`src/rtl/riscv_isa_pkg.sv`:
```
// Shared ISA types for the front end.
//   INSTRUCTION         : one 32-bit instruction word as returned by the I-cache.
//   INSTRUCTION_FECHED  : fetched instruction tagged with its pc and pc+4, as handed to decode.
//   FETCH_RESET_PC      : default pc loaded into the fetch stage at reset.
package riscv_isa;

  localparam int unsigned ISA_XLEN = 32;

  typedef logic [31:0] INSTRUCTION;

  typedef struct packed {
    INSTRUCTION            instruction;
    logic [ISA_XLEN-1:0]   pc;
    logic [ISA_XLEN-1:0]   pc_4;
  } INSTRUCTION_FECHED;

  localparam logic [ISA_XLEN-1:0] FETCH_RESET_PC = '0;

endpackage

```
`src/rtl/fetch_fifo.sv`:
```
// Parametrised synchronous FIFO used by the fetch stage.
//   clk, reset        : clock, asynchronous active-low reset
//   push, push_data   : write strobe and data (ignored when full unless popping the same cycle)
//   pop               : read strobe (ignored when empty)
//   flush             : empties the FIFO; wins over push and pop
//   head_data         : oldest entry (registered storage, no write-through bypass)
//   full, empty, count: occupancy status
module fetch_fifo #(
  parameter int unsigned WIDTH = 32,
  parameter int unsigned DEPTH = 4
) (
  input  logic                     clk,
  input  logic                     reset,
  input  logic                     push,
  input  logic [WIDTH-1:0]         push_data,
  input  logic                     pop,
  input  logic                     flush,
  output logic [WIDTH-1:0]         head_data,
  output logic                     full,
  output logic                     empty,
  output logic [$clog2(DEPTH):0]   count
);

  localparam int unsigned PtrW = (DEPTH > 1) ? $clog2(DEPTH) : 1;
  localparam int unsigned CntW = $clog2(DEPTH) + 1;

  logic [WIDTH-1:0] mem_q [DEPTH];
  logic [PtrW-1:0]  rd_ptr_q, wr_ptr_q;
  logic [CntW-1:0]  count_q, count_d;
  logic             do_push, do_pop;

  function automatic logic [PtrW-1:0] ptr_inc(input logic [PtrW-1:0] ptr);
    return (ptr == PtrW'(DEPTH - 1)) ? '0 : ptr + PtrW'(1);
  endfunction

  assign empty     = (count_q == '0);
  assign full      = (count_q == CntW'(DEPTH));
  assign do_pop    = pop & ~empty;
  // A push into a full FIFO is only taken when a pop frees the slot in the same cycle.
  assign do_push   = push & (~full | do_pop);
  assign head_data = mem_q[rd_ptr_q];
  assign count     = count_q;

  always_comb begin
    count_d = count_q;
    if (flush) begin
      count_d = '0;
    end else begin
      count_d = count_q + CntW'(do_push) - CntW'(do_pop);
    end
  end

  always_ff @(posedge clk or negedge reset) begin
    if (!reset) begin
      for (int i = 0; i < int'(DEPTH); i++) begin
        mem_q[i] <= '0;
      end
      rd_ptr_q <= '0;
      wr_ptr_q <= '0;
      count_q  <= '0;
    end else begin
      count_q <= count_d;
      if (flush) begin
        rd_ptr_q <= '0;
        wr_ptr_q <= '0;
      end else begin
        if (do_push) begin
          mem_q[wr_ptr_q] <= push_data;
          wr_ptr_q        <= ptr_inc(wr_ptr_q);
        end
        if (do_pop) begin
          rd_ptr_q <= ptr_inc(rd_ptr_q);
        end
      end
    end
  end

endmodule

```
`src/rtl/fetch_queue.sv`:
```
// Instruction fetch stage: issues in-order pipelined I-cache requests and queues the returned
// instructions (with pc and pc+4) for decode.
//   clk, reset                : clock, asynchronous active-low reset
//   jump, jump_addr           : redirect strobe and target from execute
//   cache_req_*               : request channel (addr is the current pc)
//   cache_rsp_valid/_data     : in-order responses, one per accepted request
//   decode_instruction_*      : queue head and its valid; decode_ready consumes it
//   queue_count               : current queue occupancy
module fetch_queue
  import riscv_isa::*;
#(
  parameter int unsigned     XLEN            = ISA_XLEN,
  parameter int unsigned     DEPTH           = 4,
  parameter int unsigned     MAX_OUTSTANDING = 2,
  parameter logic [XLEN-1:0] RESET_PC        = FETCH_RESET_PC
) (
  input  logic                   clk,
  input  logic                   reset,
  input  logic                   jump,
  input  logic [XLEN-1:0]        jump_addr,
  output logic                   cache_req_valid,
  output logic [XLEN-1:0]        cache_req_addr,
  input  logic                   cache_req_ready,
  input  logic                   cache_rsp_valid,
  input  INSTRUCTION             cache_rsp_data,
  output INSTRUCTION_FECHED      decode_instruction_data,
  output logic                   decode_instruction_valid,
  input  logic                   decode_ready,
  output logic [$clog2(DEPTH):0] queue_count
);

  localparam int unsigned CntW   = $clog2(DEPTH) + 1;
  localparam int unsigned OutW   = $clog2(MAX_OUTSTANDING) + 1;
  localparam int unsigned SumW   = CntW + 1;
  localparam int unsigned EntryW = $bits(INSTRUCTION_FECHED);

  logic [XLEN-1:0]   pc_q, pc_d;
  logic [OutW-1:0]   inflight_q, inflight_d;
  logic [OutW-1:0]   drop_q, drop_d;
  logic [SumW-1:0]   occupancy;
  logic              req_fire, rsp_keep, queue_empty;
  logic [XLEN-1:0]   pend_pc;
  INSTRUCTION_FECHED rsp_entry;
  logic [EntryW-1:0] queue_head;

  logic                      unused_status;
  logic                      queue_full, pend_full, pend_empty;
  logic [$clog2(MAX_OUTSTANDING):0] pend_count;

  // Credit covers both the in-flight requests and the queued entries, so every accepted request
  // already owns a queue slot when its response returns.
  assign occupancy       = SumW'(inflight_q) + SumW'(queue_count);
  assign cache_req_valid = reset & ~jump & (inflight_q < OutW'(MAX_OUTSTANDING))
                           & (occupancy < SumW'(DEPTH));
  assign cache_req_addr  = pc_q;
  assign req_fire        = cache_req_valid & cache_req_ready;
  // A response in the jump cycle belongs to the old path and is never counted in drop.
  assign rsp_keep        = cache_rsp_valid & ~jump & (drop_q == '0);

  assign rsp_entry.instruction = cache_rsp_data;
  assign rsp_entry.pc          = pend_pc;
  assign rsp_entry.pc_4        = pend_pc + XLEN'(4);

  assign decode_instruction_valid = ~queue_empty;
  assign decode_instruction_data  = INSTRUCTION_FECHED'(queue_head);

  assign unused_status = ^{queue_full, pend_full, pend_empty, pend_count};

  always_comb begin
    pc_d       = pc_q;
    inflight_d = inflight_q + OutW'(req_fire) - OutW'(cache_rsp_valid);
    drop_d     = drop_q;
    if (jump) begin
      pc_d   = jump_addr;
      drop_d = inflight_d;
    end else begin
      if (req_fire) begin
        pc_d = pc_q + XLEN'(4);
      end
      if (cache_rsp_valid && (drop_q != '0)) begin
        drop_d = drop_q - OutW'(1);
      end
    end
  end

  always_ff @(posedge clk or negedge reset) begin
    if (!reset) begin
      pc_q       <= RESET_PC;
      inflight_q <= '0;
      drop_q     <= '0;
    end else begin
      pc_q       <= pc_d;
      inflight_q <= inflight_d;
      drop_q     <= drop_d;
    end
  end

  // Address of each accepted request, consumed by its (possibly dropped) response.
  fetch_fifo #(
    .WIDTH (XLEN),
    .DEPTH (MAX_OUTSTANDING)
  ) u_pending_pc (
    .clk       (clk),
    .reset     (reset),
    .push      (req_fire),
    .push_data (pc_q),
    .pop       (cache_rsp_valid),
    .flush     (1'b0),
    .head_data (pend_pc),
    .full      (pend_full),
    .empty     (pend_empty),
    .count     (pend_count)
  );

  fetch_fifo #(
    .WIDTH (EntryW),
    .DEPTH (DEPTH)
  ) u_instr_queue (
    .clk       (clk),
    .reset     (reset),
    .push      (rsp_keep),
    .push_data (rsp_entry),
    .pop       (decode_instruction_valid & decode_ready),
    .flush     (jump),
    .head_data (queue_head),
    .full      (queue_full),
    .empty     (queue_empty),
    .count     (queue_count)
  );

endmodule

```
`config.mk`:
```
export PLATFORM = sky130hd
export DESIGN_NAME = fetch_queue
export DESIGN_NICKNAME = d
export VERILOG_FILES = /design/src/rtl/riscv_isa_pkg.sv /design/src/rtl/fetch_fifo.sv /design/src/rtl/fetch_queue.sv
export SDC_FILE = /design/constraint.sdc
export NUM_CORES = 1
export LEC_CHECK = 0
export CORE_ASPECT_RATIO = 1.2
export CORE_UTILIZATION = 50
export CTS_CLUSTER_DIAMETER = 80
export CTS_CLUSTER_SIZE = 12
export DETAILED_ROUTE_END_ITERATION = 12
export PLACE_DENSITY = 0.81
export SLEW_MARGIN = 10
export SYNTH_ARGS = -nofsm -noshare
export SYNTH_HDL_FRONTEND = slang
export SYNTH_SLANG_ARGS = --single-unit
```
`constraint.sdc`:
```
create_clock -name clk -period 2.97 [get_ports clk]
set_input_delay 0.7425 -clock clk [delete_from_list [all_inputs] [get_ports clk]]
set_output_delay 0.7425 -clock clk [all_outputs]
set_load 0.02 [all_outputs]
```
# Word level (Yosys, flattened, before mapping)
# Index checks and enable logic that the tools add are counted.
[classes]
n_addsub = 14
n_lt_le_gt_ge = 8
n_eq_ne = 4
muxes = 25
bitwise = 22
reduce_logical = 12
[op_table]
columns = ["op", "count"]
rows = [
  ["$bwmux W384", 1],
  ["$mux W96", 3],
  ["$bmux W96 S2", 1],
  ["$demux W96 S2", 1],
  ["$mux W32", 6],
  ["$add A32 B3 Y32 const B", 2],
  ["$bwmux W64", 1],
  ["$demux W32 S1", 1],
  ["$mux W2", 8],
  ["$and A1 B1 Y1", 11],
  ["$reduce_bool A2 Y1", 5],
  ["$eq A2 B2 Y1 const B", 3],
  ["$ge A3 B3 Y1 const B", 2],
  ["$not A2 Y3", 2],
  ["$not A1 Y1", 5],
  ["$add A2 B1 Y2", 2],
  ["$add A2 B1 Y2 const B", 2],
  ["$add A2 B3 Y4", 1],
  ["$ge A2 B2 Y1 const B", 2],
  ["$logic_not A2 Y1", 2],
  ["$lt A4 B3 Y1 const B", 1],
  ["$not A1 Y2", 2],
  ["$sub A2 B1 Y2", 2],
  ["$add A3 B1 Y3", 1],
  ["other kinds (13)", 18],
]
[totals]
ff_bits = 495
output_inout_bits = 133

# Depth between registers and ports, before layout
[logic_depth]
ltp_word = 9
mapped_depth = 13
mapped_depth_nobuf = 11

# By module
# From an unflattened synthesis, not the netlist that was laid out.
[unflattened]
hier_cells = 1498
area_unflattened_um2 = 23631.4
[modules_own_cells]
columns = ["module", "n_inst", "cells_each", "area_each_um2", "seq_area_each_um2"]
rows = [
  ["fetch_fifo (u_instr_queue)", 1, 977, 17810.8, 9784.4],
  ["fetch_fifo (u_pending_pc)", 1, 195, 3106.7, 1701.6],
  ["fetch_queue", 1, 326, 2713.9, 900.9],
]

# Worst setup path after synthesis
# Ideal clock, no wire load.
[synth_timing]
path_type = "register to register"
startpoint = "register u_pending_pc.rd_ptr_q"
endpoint = "register u_instr_queue.mem_q[218] (netlist name)"
setup_time_ns = 0.143
arrival_ns = 3.117
required_time_ns = 2.827
slack_ns = -0.290
stages_incl_launch_ff = 13
path_buffers = 5
period_less_slack_ns = 3.260
path_cell_list = "dfrtp_1 buf_6 buf_6 buf_4 buf_2 buf_2 mux2i_1 inv_1 ha_1 a21boi_1 nand4_1 nor4_1 o31ai_1"
[synth_via]
elab_chain_cells = 6
[synth_lines]
columns = ["item", "line", "rtl"]
rows = [
  ["from (decl)", "fetch_fifo.sv:28", "logic [PtrW-1:0] rd_ptr_q, wr_ptr_q;"],
  ["from (signal assigned)", "fetch_fifo.sv:72", "rd_ptr_q <= ptr_inc(rd_ptr_q);"],
  ["$not A1 Y2 (implied by the code)", "fetch_fifo.sv:41", "assign head_data = mem_q[rd_ptr_q];"],
  ["$mux W32 (implied by the code) (3 in a row)", "fetch_fifo.sv:41", ""],
  ["net pend_pc[2]", "fetch_queue.sv:42", "logic [XLEN-1:0] pend_pc;"],
  ["$add A32 B3 Y32", "fetch_queue.sv:62", "assign rsp_entry.pc_4 = pend_pc + XLEN'(4);"],
  ["$bwmux W384", "fetch_fifo.sv:68", "mem_q[wr_ptr_q] <= push_data;"],
  ["to (signal, indexed assignment)", "fetch_fifo.sv:68", ""],
  ["to (decl)", "fetch_fifo.sv:27", "logic [WIDTH-1:0] mem_q [DEPTH];"],
]
# The timed path passes the listed nets, and every way through them passes these cells. The select of a mux whose other input is x is not followed.
# A chain may end at the register's enable or synchronous reset.

==> out/metrics.yaml <==
finalWeightedCongestion: 0.860
synth.lib_cells_used.distinct: 59
post-synth-top-count-cell: "nand2_1"
drt-pass1-iter-count: 7
synth_edf_count: 0
row_count: 84
ys.flop_type: "dfrtp_1"
yosys.area.top_type: "dfrtp_1"
tritoncts_clock_tree: "built"
synth.area.mux_share_pct: 16.4
worst_skew_pair.late_latency_ps: 560
maxCapViolations: 0
endpoint_kind: "primary output"
place_inst: 2807
post_synth_and_or_nand_nor_area_fraction_pct: 16.0
finish.instance_area_um2: 27300
final_layout_size_suffix_gt1_share_pct: 21.1
timing_worst_slew_pin_value_ps: 1190
maxSlewHeadroom_pct: 20.7
worstSetupStartpointType: "flop"
slew_viol_final: 0
synth-seq-cells: 487
detail_route.drc_violations: 0
worst-path-max-fanout: 10
worst_ep_required_time_ps: 2230
detailedPlace.worstSlack_ps: 27.5
design.final.nets: 2399
die_width_um: 196
port-buffer-count: 202
largest_net_degree_at_the_start_of_global_routing: 207
io_pins: 203
place_hpwl_um: 39500
setup_ws_ps: 14.4
synth-compound-area-share_pct: 8.41
syn_area_per_cell_um2: 10.9
cts-buffers-inserted: 46
synth_xor_area_share_pct: 1.36
fmax_ghz: 0.338
root_buffer: "clkbuf_16"
floorplan.initialDensity_pct: 51.1
final_critical_path_time_including_i_o_delays_and_setup_ps: 2960
outcome: "finished clean"
clockBufferDepth: 3
instances_no_fill: 2876
sequential_cell_area_um2: 12200
overflow_left_after_global_routing: 0
cts-htree-levels: 2
design.die.area_um2: 45900
report.final.hold_viol_count: 0
routed-via-count: 17300
setup_viol: 0
floorplan.die.height_um: 235
grt_setup_unrepaired: "true"
antenna_found_initial: 0
fin_tns_setup_ps: 0
layout.core_utilization_pct: 61.8
hp-class: "flop to flop"
leakage_power_uw: 0.0129
fin_skew_ps: 14.8
syn_inst: 2071
yosys-top-cells-area: "dfrtp_1 (54%), nand2_1 (10%), mux4_2 (9.4%)"
ant_nets: 0
core_area_um2: 44100
ctsHoldBuffers: 0
fillerInstances: 3349
netlist_area_um2: 22500
power_density_nw_per_um2: 868
fraction_of_the_cycle_the_final_worst_path_needs_pct: 99.5
number_of_global_route_vias_before_repair: 17800
clock-sinks: 487
area_of_the_multi_input_gates_um2: 9770
ys_async_rst_share_pct: 100
clk_transition_reported_paths_ps: 60
detailedRoute.firstIterationViolations: 1329
synth.yosys.seq_area_share_pct: 54.1
max-vdd-ir-drop_v: 0.000518
synth_top_family_by_area: "multiplexers"
grt_first_pass_wirelength_um: 95400
vias_per_cell: 6.00
synthesis.yosys.warnings: 0
syn_to_final_growth_pct: 21.0
synthTopCellsByCount: "nand2_1 (627), dfrtp_1 (487), o21ai_0 (158), mux2_2 (109), clkbuf_1 (97)"
groute.usage.overall_pct: 26.4
count_of_inserted_antenna_diode_cells: 0
post_synth_fa_ha_maj_area_fraction_pct: 0.866
setup.worst_path.class: "flop to primary output"
cp_data_arrival_time_ps: 2210
syn-num-nets: 2156
netlist.area_leader.share_pct: 54.1
dpl_cell_area_um2: 26100
routed_wirelength_um: 59500
post_drt_wl_per_cell_um: 20.7
==> sequential cells by signal (all words and copies together) (netlist names) <==
signal / count
cache_req_addr: 32
drop_q: 2
inflight_q: 2
u_instr_queue.count: 3
u_instr_queue.mem_q: 376
u_instr_queue.rd_ptr_q: 2
u_instr_queue.wr_ptr_q: 2
u_pending_pc.count: 2
u_pending_pc.mem_q: 64
u_pending_pc.rd_ptr_q: 1
u_pending_pc.wr_ptr_q: 1
==> area by class of cell <==
cell class,count,share of cell area [%]
Clock buffer,49,4.34
Clock inverter,2,0.0596
Sequential cell,487,44.7
Multi-Input combinational cell,1426,35.8
Tap cell,559,2.56
Inverter,20,0.275
Timing Repair Buffer,333,12.2
==> worst paths after layout <==
check                           slack (ps)  depth (start not counted)                             startpoint                              endpoint
worst min-delay path                   470                          2   u_instr_queue.mem_q[380]$_DFFE_PN0P_  u_instr_queue.mem_q[380]$_DFFE_PN0P_
max in group asynchronous              730                          3                                  reset     u_pending_pc.rd_ptr_q$_DFFE_PN0P_
min in group asynchronous              480                          2                                  reset  u_instr_queue.mem_q[194]$_DFFE_PN0P_
worst max-delay path                    10                          4  u_instr_queue.rd_ptr_q[0]$_DFFE_PN0P_           decode_instruction_data[53]
worst min register to register         470                          2   u_instr_queue.mem_q[380]$_DFFE_PN0P_  u_instr_queue.mem_q[380]$_DFFE_PN0P_
worst max register to register         160                          8      u_pending_pc.rd_ptr_q$_DFFE_PN0P_  u_instr_queue.mem_q[202]$_DFFE_PN0P_
==> cells by family (layout without fill, tap and decap cells) <==
| logic type | count (synthesis) | after routing |
|---|---|---|
| compound gates | 301 | 301 |
| fa+ha+maj | 15 | 15 |
| flops | 487 | 487 |
| simple gates | 837 | 837 |
| buf+inv | 158 | 404 |
| xor+xnor | 35 | 35 |
| mux | 238 | 238 |
==> worst max-delay path: stages (launching register included) <==
cell and delay (ps):
dfrtp_4 520, buf_6 220, buf_4 160, mux4_2 560
buf_2 190
==> report_power, final <==
group / switching (uW) / total, uW / leakage (uW) / internal [uW]
Clock: 2350 / 5140 / 0.000586 / 2790
Combinational: 5000 / 9210 / 0.00582 / 4210
Sequential: 1160 / 9320 / 0.00653 / 8160
Total: 8510 / 23700 / 0.0129 / 15200
==> placed cells by master, fill, tap and decap left out, types with 17 or more instances in the layout <==
| master | Yosys | final |
|---|---|---|
| inv_1 | 20 | 20 |
| nor4_1 | 18 | 17 |
| dlygate4sd2_1 | 0 | 17 |
| nand4_1 | 23 | 23 |
| nand3_1 | 39 | 35 |
| mux2i_1 | 35 | 35 |
| xor2_1 | 19 | 19 |
| clkbuf_16 | 0 | 47 |
| nand2_1 | 627 | 627 |
| nor2_1 | 47 | 47 |
| a21oi_1 | 21 | 21 |
| mux2_2 | 109 | 109 |
| buf_2 | 12 | 33 |
| buf_4 | 7 | 91 |
| a21o_1 | 26 | 26 |
| mux4_2 | 94 | 94 |
| dfrtp_1 | 487 | 484 |
| o21ai_0 | 158 | 158 |
| clkdlybuf4s50_1 | 0 | 103 |
| buf_12 | 0 | 35 |
==> metrics by stage <==
| step | hold WS [ps] | power, uW |
|---|---|---|
| CTS | 474 | 23900 |
| floorplan | 440 | 14500 |
| global placement | 452 | 18200 |
| detailed placement | 459 | 18600 |
| finish | 468 | 23700 |
| global route | 490 | 24800 |
==> routing by layer <==
metal | part of all wire, % | global-route usage (%) | up-vias
met5 | 0 | 0 | -
met4 | 4.0 | 11.1 | 0
li1 | - | - | 7709
met2 | 49 | 44.4 | 790
met1 | 40 | 33.9 | 8642
met3 | 7.6 | 4.83 | 126
==> timing repair <==
action                                  in CTS  in global routing
endpoints found under the setup margin      97                 61
resized for setup                          317                 49
buffers inserted                            17                  1
cloned                                       4                  0
Note: power is estimated with default switching activity, not from simulation.
